<file path="config.mk">
export PLATFORM = sky130hd
export DESIGN_NAME = sram_rr_ctrl
export DESIGN_NICKNAME = d
export VERILOG_FILES = /design/src/rtl/sram_rr_ctrl_pkg.sv /design/src/rtl/sram_rr_ctrl_pick.sv /design/src/rtl/sram_rr_ctrl.sv
export SDC_FILE = /design/constraint.sdc
export NUM_CORES = 1
export LEC_CHECK = 0
export CAP_MARGIN = 20
export CORE_UTILIZATION = 41
export CTS_BUF_LIST = sky130_fd_sc_hd__clkbuf_8
export DETAILED_ROUTE_END_ITERATION = 7
export GPL_TIMING_DRIVEN = 0
export PLACE_DENSITY = 0.83
export RECOVER_POWER = 50
export SKIP_LAST_GASP = 1
export SYNTH_ARGS = -nofsm -noshare
export SYNTH_HDL_FRONTEND = slang
export SYNTH_SLANG_ARGS = --single-unit
</file>
<file path="constraint.sdc">
create_clock -name clock -period 1.8 [get_ports clock]
set_input_delay 0.27 -clock clock [delete_from_list [all_inputs] [get_ports clock]]
set_output_delay 0.27 -clock clock [all_outputs]
set_load 0.1 [all_outputs]
</file>
<file path="src/rtl/sram_rr_ctrl_pkg.sv">
// Shared types and helpers for the round-robin SRAM access controller.
package sram_rr_pkg;

  typedef enum logic [1:0] {IDLE, ISSUE, CAPTURE, RESP} state_t;

  // Upper bound on requester count supported by rr_pick
  localparam int MAX_REQ = 32;

  typedef struct packed {
    logic       found;
    logic [4:0] idx;
  } pick_t;

  function automatic int cnt_w(input int lat);
    return $clog2(lat + 1);
  endfunction

  // First set bit of valid, scanning from last+1 and wrapping modulo n
  function automatic pick_t rr_pick(input logic [MAX_REQ-1:0] valid,
                                    input logic [4:0]         last,
                                    input int                 n);
    pick_t      p;
    int         j;
    logic [4:0] jj;
    p = '0;
    for (int k = MAX_REQ; k >= 1; k--) begin
      if (k <= n) begin
        j  = (int'(last) + k) % n;
        jj = 5'(j);
        if (valid[jj]) begin
          p.found = 1'b1;
          p.idx   = jj;
        end
      end
    end
    return p;
  endfunction

endpackage

</file>
<file path="src/rtl/sram_rr_ctrl_pick.sv">
// Combinational round-robin selector: grants the first valid requester after last.
module sram_rr_pick
  import sram_rr_pkg::*;
#(
  parameter int NUM_REQ = 2
) (
  input  logic [NUM_REQ-1:0]         valid,
  input  logic [$clog2(NUM_REQ)-1:0] last,
  output logic [$clog2(NUM_REQ)-1:0] grant,
  output logic                       any
);
  localparam int IDX_W = $clog2(NUM_REQ);

  pick_t              p;
  logic [MAX_REQ-1:0] v;

  always_comb begin
    v                = '0;
    v[NUM_REQ-1:0]   = valid;
    p                = rr_pick(v, 5'(last), NUM_REQ);
    grant            = IDX_W'(p.idx);
    any              = p.found;
  end

endmodule

</file>
<file path="src/rtl/sram_rr_ctrl.sv">
// Round-robin controller sharing one single-port SRAM macro between NUM_REQ
// requesters; one access in flight, operands held SRAM_LATENCY cycles.
module sram_rr_ctrl
  import sram_rr_pkg::*;
#(
  parameter int DATA_WIDTH   = 32,
  parameter int ADDR_WIDTH   = 8,
  parameter int WMASK_WIDTH  = 4,
  parameter int NUM_REQ      = 2,
  parameter int SRAM_LATENCY = 2
) (
  input  logic                            clock,
  input  logic                            reset_n,
  input  logic [NUM_REQ-1:0]              req_valid,
  output logic [NUM_REQ-1:0]              req_ready,
  input  logic [NUM_REQ-1:0]              req_we,
  input  logic [NUM_REQ*ADDR_WIDTH-1:0]   req_addr,
  input  logic [NUM_REQ*WMASK_WIDTH-1:0]  req_wmask,
  input  logic [NUM_REQ*DATA_WIDTH-1:0]   req_wdata,
  output logic [NUM_REQ-1:0]              resp_valid,
  input  logic [NUM_REQ-1:0]              resp_ready,
  output logic [DATA_WIDTH-1:0]           resp_rdata,
  output logic                            sram_we,
  output logic [WMASK_WIDTH-1:0]          sram_wmask,
  output logic [ADDR_WIDTH-1:0]           sram_addr,
  output logic [DATA_WIDTH-1:0]           sram_din,
  input  logic [DATA_WIDTH-1:0]           sram_dout,
  output logic                            busy
);
  localparam int IDX_W = $clog2(NUM_REQ);
  localparam int CNT_W = cnt_w(SRAM_LATENCY);
  localparam logic [CNT_W-1:0] CNT_LAST = CNT_W'(SRAM_LATENCY - 1);

  typedef struct packed {
    logic                   we;
    logic [ADDR_WIDTH-1:0]  addr;
    logic [WMASK_WIDTH-1:0] wmask;
    logic [DATA_WIDTH-1:0]  wdata;
  } op_t;

  state_t            state, state_nx;
  logic [CNT_W-1:0]  cnt;
  logic [IDX_W-1:0]  g, last, pick;
  logic              any;
  op_t               op, op_in;
  logic [DATA_WIDTH-1:0] rdata;

  sram_rr_pick #(.NUM_REQ(NUM_REQ)) u_pick (
    .valid (req_valid),
    .last  (last),
    .grant (pick),
    .any   (any)
  );

  always_comb begin
    op_in.we    = req_we[pick];
    op_in.addr  = req_addr[pick*ADDR_WIDTH +: ADDR_WIDTH];
    op_in.wmask = req_wmask[pick*WMASK_WIDTH +: WMASK_WIDTH];
    op_in.wdata = req_wdata[pick*DATA_WIDTH +: DATA_WIDTH];
  end

  // Grant is masked while reset is asserted so no handshake can be seen then
  always_comb begin
    state_nx   = state;
    req_ready  = '0;
    resp_valid = '0;
    sram_we    = 1'b0;
    case (state)
      IDLE: begin
        if (any && reset_n) begin
          req_ready[pick] = 1'b1;
          state_nx        = ISSUE;
        end
      end
      ISSUE: begin
        sram_we = op.we;
        if (cnt == CNT_LAST) state_nx = op.we ? RESP : CAPTURE;
      end
      CAPTURE: state_nx = RESP;
      RESP: begin
        resp_valid[g] = 1'b1;
        if (resp_ready[g]) state_nx = IDLE;
      end
      default: state_nx = IDLE;
    endcase
  end

  always_ff @(posedge clock) begin
    if (!reset_n) begin
      state <= IDLE;
      cnt   <= '0;
      g     <= '0;
      last  <= IDX_W'(NUM_REQ - 1);
      op    <= '0;
      rdata <= '0;
    end else begin
      state <= state_nx;
      case (state)
        IDLE: begin
          if (any) begin
            g     <= pick;
            op    <= op_in;
            cnt   <= '0;
            rdata <= '0;
          end
        end
        ISSUE:   cnt   <= cnt + 1'b1;
        CAPTURE: rdata <= sram_dout;
        RESP:    if (resp_ready[g]) last <= g;
        default: ;
      endcase
    end
  end

  // Operands stay on the macro pins after the access so the address is held
  assign sram_addr  = op.addr;
  assign sram_din   = op.wdata;
  assign sram_wmask = op.wmask;
  assign resp_rdata = rdata;
  assign busy       = (state != IDLE);

endmodule

</file>
==> impl.org, run 1 <==
** Logic synthesis
- After Yosys synthesis, full adders, half adders and majority gates account for 1.58% of the synthesized area.
- Post-synthesis instance total :: 442
- Mean area per synthesized cell :: 8.96 µm²
- In this run, distinct cell masters in the synthesized netlist total 30.
- After synthesis, flip-flops and latches occupy 42.0% of the total area.
- Seq cells post-synth :: 83
- YS warnings :: 0
- XOR/XNOR share of the synthesized area :: 0%
- Yosys attributes the largest share of cell area to dfxtp_1 42%, mux2i_1 12%, o21ai_0 10%, buf_4 8.5%, a21oi_1 6.1%.
- The synthesized netlist devotes 24.3% of its cell area to compound gates.
- Simple-gate share of the synthesized area :: 6.64%
- By area, the combinational part of the netlist is dominated by compound AO/OA/AOI/OAI gates.
- Yosys top cell area share :: 42.0%
- Synthesized net count :: 575
- Cell accounting for the most synthesized area :: dfxtp_1
- Measured against the total synthesized area, the mux share comes to 11.9%.
- The synthesized netlist occupies a cell area of 3960 µm².

** Setup path
- Required arrival time at the worst endpoint :: 1.53 ns
- Biggest cell delay along the critical path :: 0.82 ns
- Along the worst path, the maximum fanout reaches 2.
- R2R Path End :: resp_rdata[0]
- In this run the number of cells on the critical path is 1.
- CP Capture Type :: output pin
- The worst setup path is launched from a register.
- The worst register-to-register path has a depth of 8.
- Tracing the worst setup path back leads to its startpoint at resp_rdata[7].
- Arrival time at the worst endpoint :: 1.49 ns
- The most critical setup path has its endpoint at resp_rdata[7].
- Category of the most critical setup path :: reg -> out
- In this run the register-to-register setup slack is 0.09 ns.
- The worst register-to-register path begins at state[0].
- On the critical path, the stage with the largest delay is an instance of clkdlybuf4s15_1.
- Walking the worst path, the cells encountered are clkdlybuf4s15_1.
- WP buf/inv :: 1
- CP top delay family :: buffers and inverters

** Floorplan
- For this configuration, the core starts out at a cell density of 42.6%.
- The die covers 10,100 µm².
- The region available for standard cell placement spans 9280 µm².
- Row count :: 35
- Die Height :: 100 µm
- From left edge to right edge, the die measures 100 µm.
- # IOs :: 210

** Route
- Drt wl/cell :: 15.2 µm
- Total wire length :: 12.1 mm
- Number of remaining DRC errors :: 0
- After the first detailed-routing iteration, the DRC count stood at 91.
- The routed layout has 3,984 vias.
- DRT antenna net count :: 0
- Via/cell ratio :: 4.99
- First-pass DRT Iterations :: 4

** Global routing
- Wire length of the first global-routing pass :: 19.2 mm
- Maximum number of pins on one net before global-route repair :: 15
- The total overflow left after global routing is 0.
- The number of global-route vias before repair came to 4,178.
- GRT Util Overall :: 24.3%
- Antenna violations before repair :: 0

** Hold path
- In this run the worst hold path is classified as in -> reg.
- The worst hold path passes through 2 cells.
- The startpoint identified for the worst hold timing path is reset_n.

** Layout
- Of the cells placed in the final design, the portion with a size suffix greater than 1 is 26.8%.
- Commonest non-fill, non-tap cell in the layout :: clkdlybuf4s50_1
- Number of nets in the final layout :: 797
- Once layout is done, the placed cells without fillers occupy 6520 µm².
- Most frequent cells in the layout :: 124 x clkdlybuf4s50_1, 81 x o21ai_0, 80 x dfxtp_1
- Relative to the synthesized area, the layout overhead comes to 64.8%.
- The number of antenna diodes in the final layout is 0.

** CTS
- CTS buffer count :: 9
- After clock tree synthesis, the flow added hold-fix buffers numbering 0.
- Clock-pin slew was measured on the worst setup and hold paths at 0.08 ns.
- Clock net sink count :: 83
- At the later pin of the worst-skew pair, clock insertion delay measures 0.35 ns.
- The tree is rooted in a clkbuf_8.
- The clock passes through at most 2 buffers.
- The clock tree synthesis step divided the H-tree into 3 levels.
- CTS tree :: yes

** Run status
- Run status :: completed

** Timing
- Static timing analysis puts the maximum clock frequency at 0.568 GHz.
- Crit share post-route :: 97.7%
- The number of pins with negative max-slew slack in the final report was 0.
- For the pin with the worst max-slew slack, the measured transition is 0.945 ns.
- The clock arrives with 0.00673 ns of skew.
- The worst pin sits at a relative slew slack of 37.2%.
- Setup violations remaining at the end of the flow were counted as 0.
- After layout, the minimum clock period comes to 1.76 ns.
- Setup repair after global routing could not meet its margin everywhere.
- Hold is met by 0.261 ns.
- The number of hold violations in the final report is 0.

** Placed design
- Hpwl dp :: 9.47 mm
- Count of input and output buffers :: 208
- Once placement finished, the instance area stood at 6210 µm².
- At the end of routability-driven placement, the weighted congestion stood at 0.825.

** Power and ir drop
- Power density cells :: 1700 nW/µm²
- VDD sags by at most 0.999 mV.
- Leakage :: 2.58 nW

** Job
- # Max-Cap Violations :: 0
area by class of cell:
type | instances | area (µm²)
multi-input cells | 271 | 1800
well taps | 129 | 161
repair buffers | 212 | 2100
fillers | 751 | 2760
flip-flops and latches | 83 | 1670
plain buffers | 82 | 524
clock buffers | 10 | 138
inverters | 5 | 25.0
clock inverters | 6 | 113
power breakdown:
group / leakage (nW) / total (W) / internal (W) / switching (W)
sequential: 0.683 / 0.00265 / 0.00235 / 0.000291
combinational: 1.77 / 0.00683 / 0.00188 / 0.00496
clock: 0.126 / 0.00164 / 0.000962 / 0.000674
total: 2.58 / 0.0111 / 0.00519 / 0.00592
cells in the mapped netlist:
master    number
dfxtp_1       83
o21ai_0       81
a21oi_1       48
mux2i_1       47
buf_4         45
nand3_1       34
a21boi_1      24
clkbuf_1      21
a21boi_0      10
buf_2          6
ha_1           5
inv_1          5
buf_1          4
buf_6          4
clkbuf_2       3
nand2_1        3
nor2b_1        3
and2_1         2
nand3b_1       2
nor2_1         2
a211oi_1       1
a21boi_2       1
a21o_1         1
a22oi_1        1
and3_1         1
nor3b_2        1
o211ai_1       1
o21a_1         1
o221a_2        1
or3b_1         1
stage by stage:
stage	util (%)	total power, W	instances	setup slack, ns	TNS, ns
after floorplan	-	0.00786	442	-0.153	-0.153
after global placement	66.9	0.00942	779	-1.24	-9.85
after detailed placement	66.9	0.00954	779	-1.28	-14.40
after CTS	70.9	0.0112	799	-0.0427	-0.0427
after global routing	70.3	0.0116	798	-0.0251	-0.0279
final	70.3	0.0111	798	0.0409	0
cell families (layout without fill, tap and decap cells):
logic type / Yosys count / count (layout)
adders and majority gates: 5 / 5
buffers and inverters: 88 / 315
muxes: 47 / 47
DFF: 83 / 83
AOI/OAI and AO/OA: 170 / 170
and+or+nand+nor: 49 / 49
worst min path at each step:
stage | end | slack [ns]
final | last | 0.26
after global routing | last | 0.31
after CTS | last | 0.25
after detailed placement | resp_rdata[10] | 0.46
after global placement | resp_rdata[13] | 0.46
after floorplan | resp_rdata[10] | 0.44
registers in the layout (all words and copies together), names as in the netlist, 2 cells and up:
| name | cells |
|---|---|
| cnt | 2 |
| resp_rdata | 32 |
| sram_addr | 8 |
| sram_din | 32 |
| sram_wmask | 4 |
| state | 2 |
what timing repair did:
action,4_1_cts,5_1_grt
setup buffers,3,0
cloned,1,0
endpoints found under the setup margin,126,69
gates resized for setup,259,42
pin swaps,1,1
metal layers:
layer | up-vias | track usage (%) | part of all wire (%)
met1 | 1841 | 26.1 | 39
met3 | 22 | 5.01 | 6.7
met4 | 0 | 9.03 | 2.1
met5 | - | 0 | 0
li1 | 1963 | - | -
met2 | 158 | 46.3 | 52
Power figures use the tool's default switching activity.
==> run 2, diff against run 1 <==
- CAP_MARGIN: 20 -> default
- HOLD_SLACK_MARGIN: default -> 0.02
- PLACE_DENSITY: 0.83 -> 0.84
==> run 2 against run 1 <==
Compared with the run above: first-iteration DRC count shrank 2.2%; non-clock buffer count rose by 2; register-to-register slack improved by 0.05 ns; worst hold slack gained 0.024 ns; combinational power increased by 1%; wire length fell by 0.41%; critical path depth unchanged; final area is 0.23% higher; total power down 0.48%; final cell count is 0.25% higher; highest routed layer unchanged; maximum frequency shrank 0.74%; largest cell class unchanged; sequential power about the same.
==> impl.org, run 2 (same netlist as run 1, synthesis figures left out) <==
** Run status
- The flow ran to the end, and the final reports show no timing, DRC or antenna violations.

** Global routing
- Wire length of the first global-routing pass :: 19.4 mm
- The total overflow left after global routing is 0.
- GRT Util Overall :: 24.3%
- Via count of the first global-routing pass :: 4,125
- Maximum number of pins on one net before global-route repair :: 15
- Antenna violations before repair :: 0

** Layout
- Area of the multi-input gates :: 1790 µm²
- Most frequent cells in the layout :: 124 x clkdlybuf4s50_1, 81 x o21ai_0, 81 x dfxtp_1
- Summing all flip-flop and latch instances after layout gives 1670 µm².
- The library cell used most frequently in the layout, excluding fill and tap cells, is clkdlybuf4s50_1.
- The filler cells instantiated in the layout total 729.
- After the flow finishes, the layout carries non-filler instances totaling 800.
- In the final layout, the share of cells above drive strength 1 is 27.6%.
- Count of antenna diodes in the layout :: 0
- The area growth from synthesis to layout is 65.1%.
- After the last flow step, the layout net total stands at 799.

** Setup path
- Data on the critical path is required at its endpoint by 1.53 ns.
- Of all nets on the critical path, the largest fanout is 2.
- The number of buffers and inverters on the critical path is 1.
- Category of the most critical setup path :: reg -> out
- CP Capture Type :: output pin
- Biggest cell delay along the critical path :: 0.82 ns
- Traced cell by cell, the critical path runs through clkdlybuf4s15_1.
- Among all stages on the critical path, the largest delay is contributed by clkdlybuf4s15_1.
- The worst setup path is launched from a register.
- CP top delay family :: buffers and inverters
- Data on the critical path arrives at its endpoint at 1.50 ns.

** Power and ir drop
- Leakage :: 2.60 nW
- Power density cells :: 1690 nW/µm²
- The worst-case IR drop observed on VDD is 1.18 mV.

** Route
- Dividing the detail-routed wire length by the instance count gives 15.1 µm.
- Via/cell ratio :: 5.01
- Via Count :: 4,010
- First-pass DRT Iterations :: 4
- For this block, the routed nets add up to 12.1 mm of wire.
- Number of remaining DRC errors :: 0
- Number of DRC markers after the initial detailed-route iteration :: 89
- The detail route stage leaves a number of antenna-violating nets equal to 0.

** Floorplan
- The initial utilization of the core area, before any placement, comes to 42.6%.
- In this run the standard cell core region covers 9280 µm².
- The floorplan step set the die width to 100 µm.
- Die Height :: 100 µm
- The floorplan has 35 rows.
- # IOs :: 210
- Die Area :: 10,100 µm²

** CTS
- Clock latency on the worst-skew pair, taken at its later pin, is 0.35 ns.
- CTS buffer count :: 9
- Clock root cell :: clkbuf_8
- In this run the deepest clock path goes through 2 buffers.
- Clock net sink count :: 83
- CTS H-tree depth :: 3
- CTS tree :: yes
- Clock-pin slew was measured on the worst setup and hold paths at 0.08 ns.

** Hold path
- Path class of the lowest-slack min-delay path :: in -> reg

** Timing
- After layout, the minimum clock period comes to 1.77 ns.
- Max-slew violation count :: 0
- Setup violations remaining at the end of the flow were counted as 0.
- Headroom to the max-slew limit came out at 37.0%.
- The clock arrives with 0.00656 ns of skew.
- Setup repair after global routing could not meet its margin everywhere.
- Worst-case setup margin in the final layout :: 0.0277 ns
- Hold Fails Final Rpt :: 0
- Least-Margin Pin Slew :: 0.949 ns
- Crit share post-route :: 98.5%
- Maximum operating frequency :: 0.564 GHz

** Job
- # Max-Cap Violations :: 0

** Placed design
- Including well taps, the total number of placed cells is 779.
- Count of input and output buffers :: 208
- Hpwl dp :: 9.20 mm
- Pre-CTS setup slack :: -1.29 ns
- Routability-driven placement finished with a final weighted congestion of 0.783.
[run 2: power breakdown]
part / internal [W] / switching [W] / leakage (nW)
Clock: 0.000823 / 0.000692 / 0.117
Sequential: 0.00235 / 0.000292 / 0.683
Combinational: 0.00193 / 0.00497 / 1.80
[run 2: per-stage QoR]
stage,TNS (ns),utilization [%],cell area [µm²],power [W],hold slack (ns)
after floorplan,-0.153,-,3970,0.00786,0.436
after global placement,-9.69,66.9,6210,0.00942,0.456
after detailed placement,-12.85,66.9,6210,0.00952,0.469
after CTS,-0.119,70.6,6550,0.0110,0.280
after global routing,-0.0564,70.4,6540,0.0115,0.308
final,0,70.4,6540,0.0111,0.285
[run 2: path summary, 6_finish.rpt]
check / startpoint / to / slack, ns / depth (start not counted)
min reg2reg: resp_rdata[7] / resp_rdata[7] / 0.48 / 2
max: resp_rdata[4] / resp_rdata[4] / 0.03 / 1
max reg2reg: state[0] / state[1] / 0.14 / 7
min: reset_n / last / 0.28 / 2
[run 2: metal layers]
layer | vias up | routed length [µm] | global-route usage (%)
met5 | - | 0 | 0
met4 | 0 | 268 | 9.59
met3 | 22 | 856 | 5.85
met2 | 158 | 6090 | 44.2
met1 | 1860 | 4840 | 27.2
li1 | 1970 | - | -
[run 2: repair_timing]
item / 4_1_cts / 5_1_grt
pin swaps: 0 / 1
endpoints found under the setup margin: 130 / 98
setup buffers: 3 / 5
resized for setup: 260 / 59
hold buffers: 0 / 0
[run 2: cell type report]
type	count	area share [%]
clock buffers	10	2.11
flip-flops and latches	83	25.5
plain buffers	80	8.25
multi-input cells	271	27.4
repair buffers	216	32.5
inverters	5	0.421
clock inverters	6	1.34
well taps	129	2.47
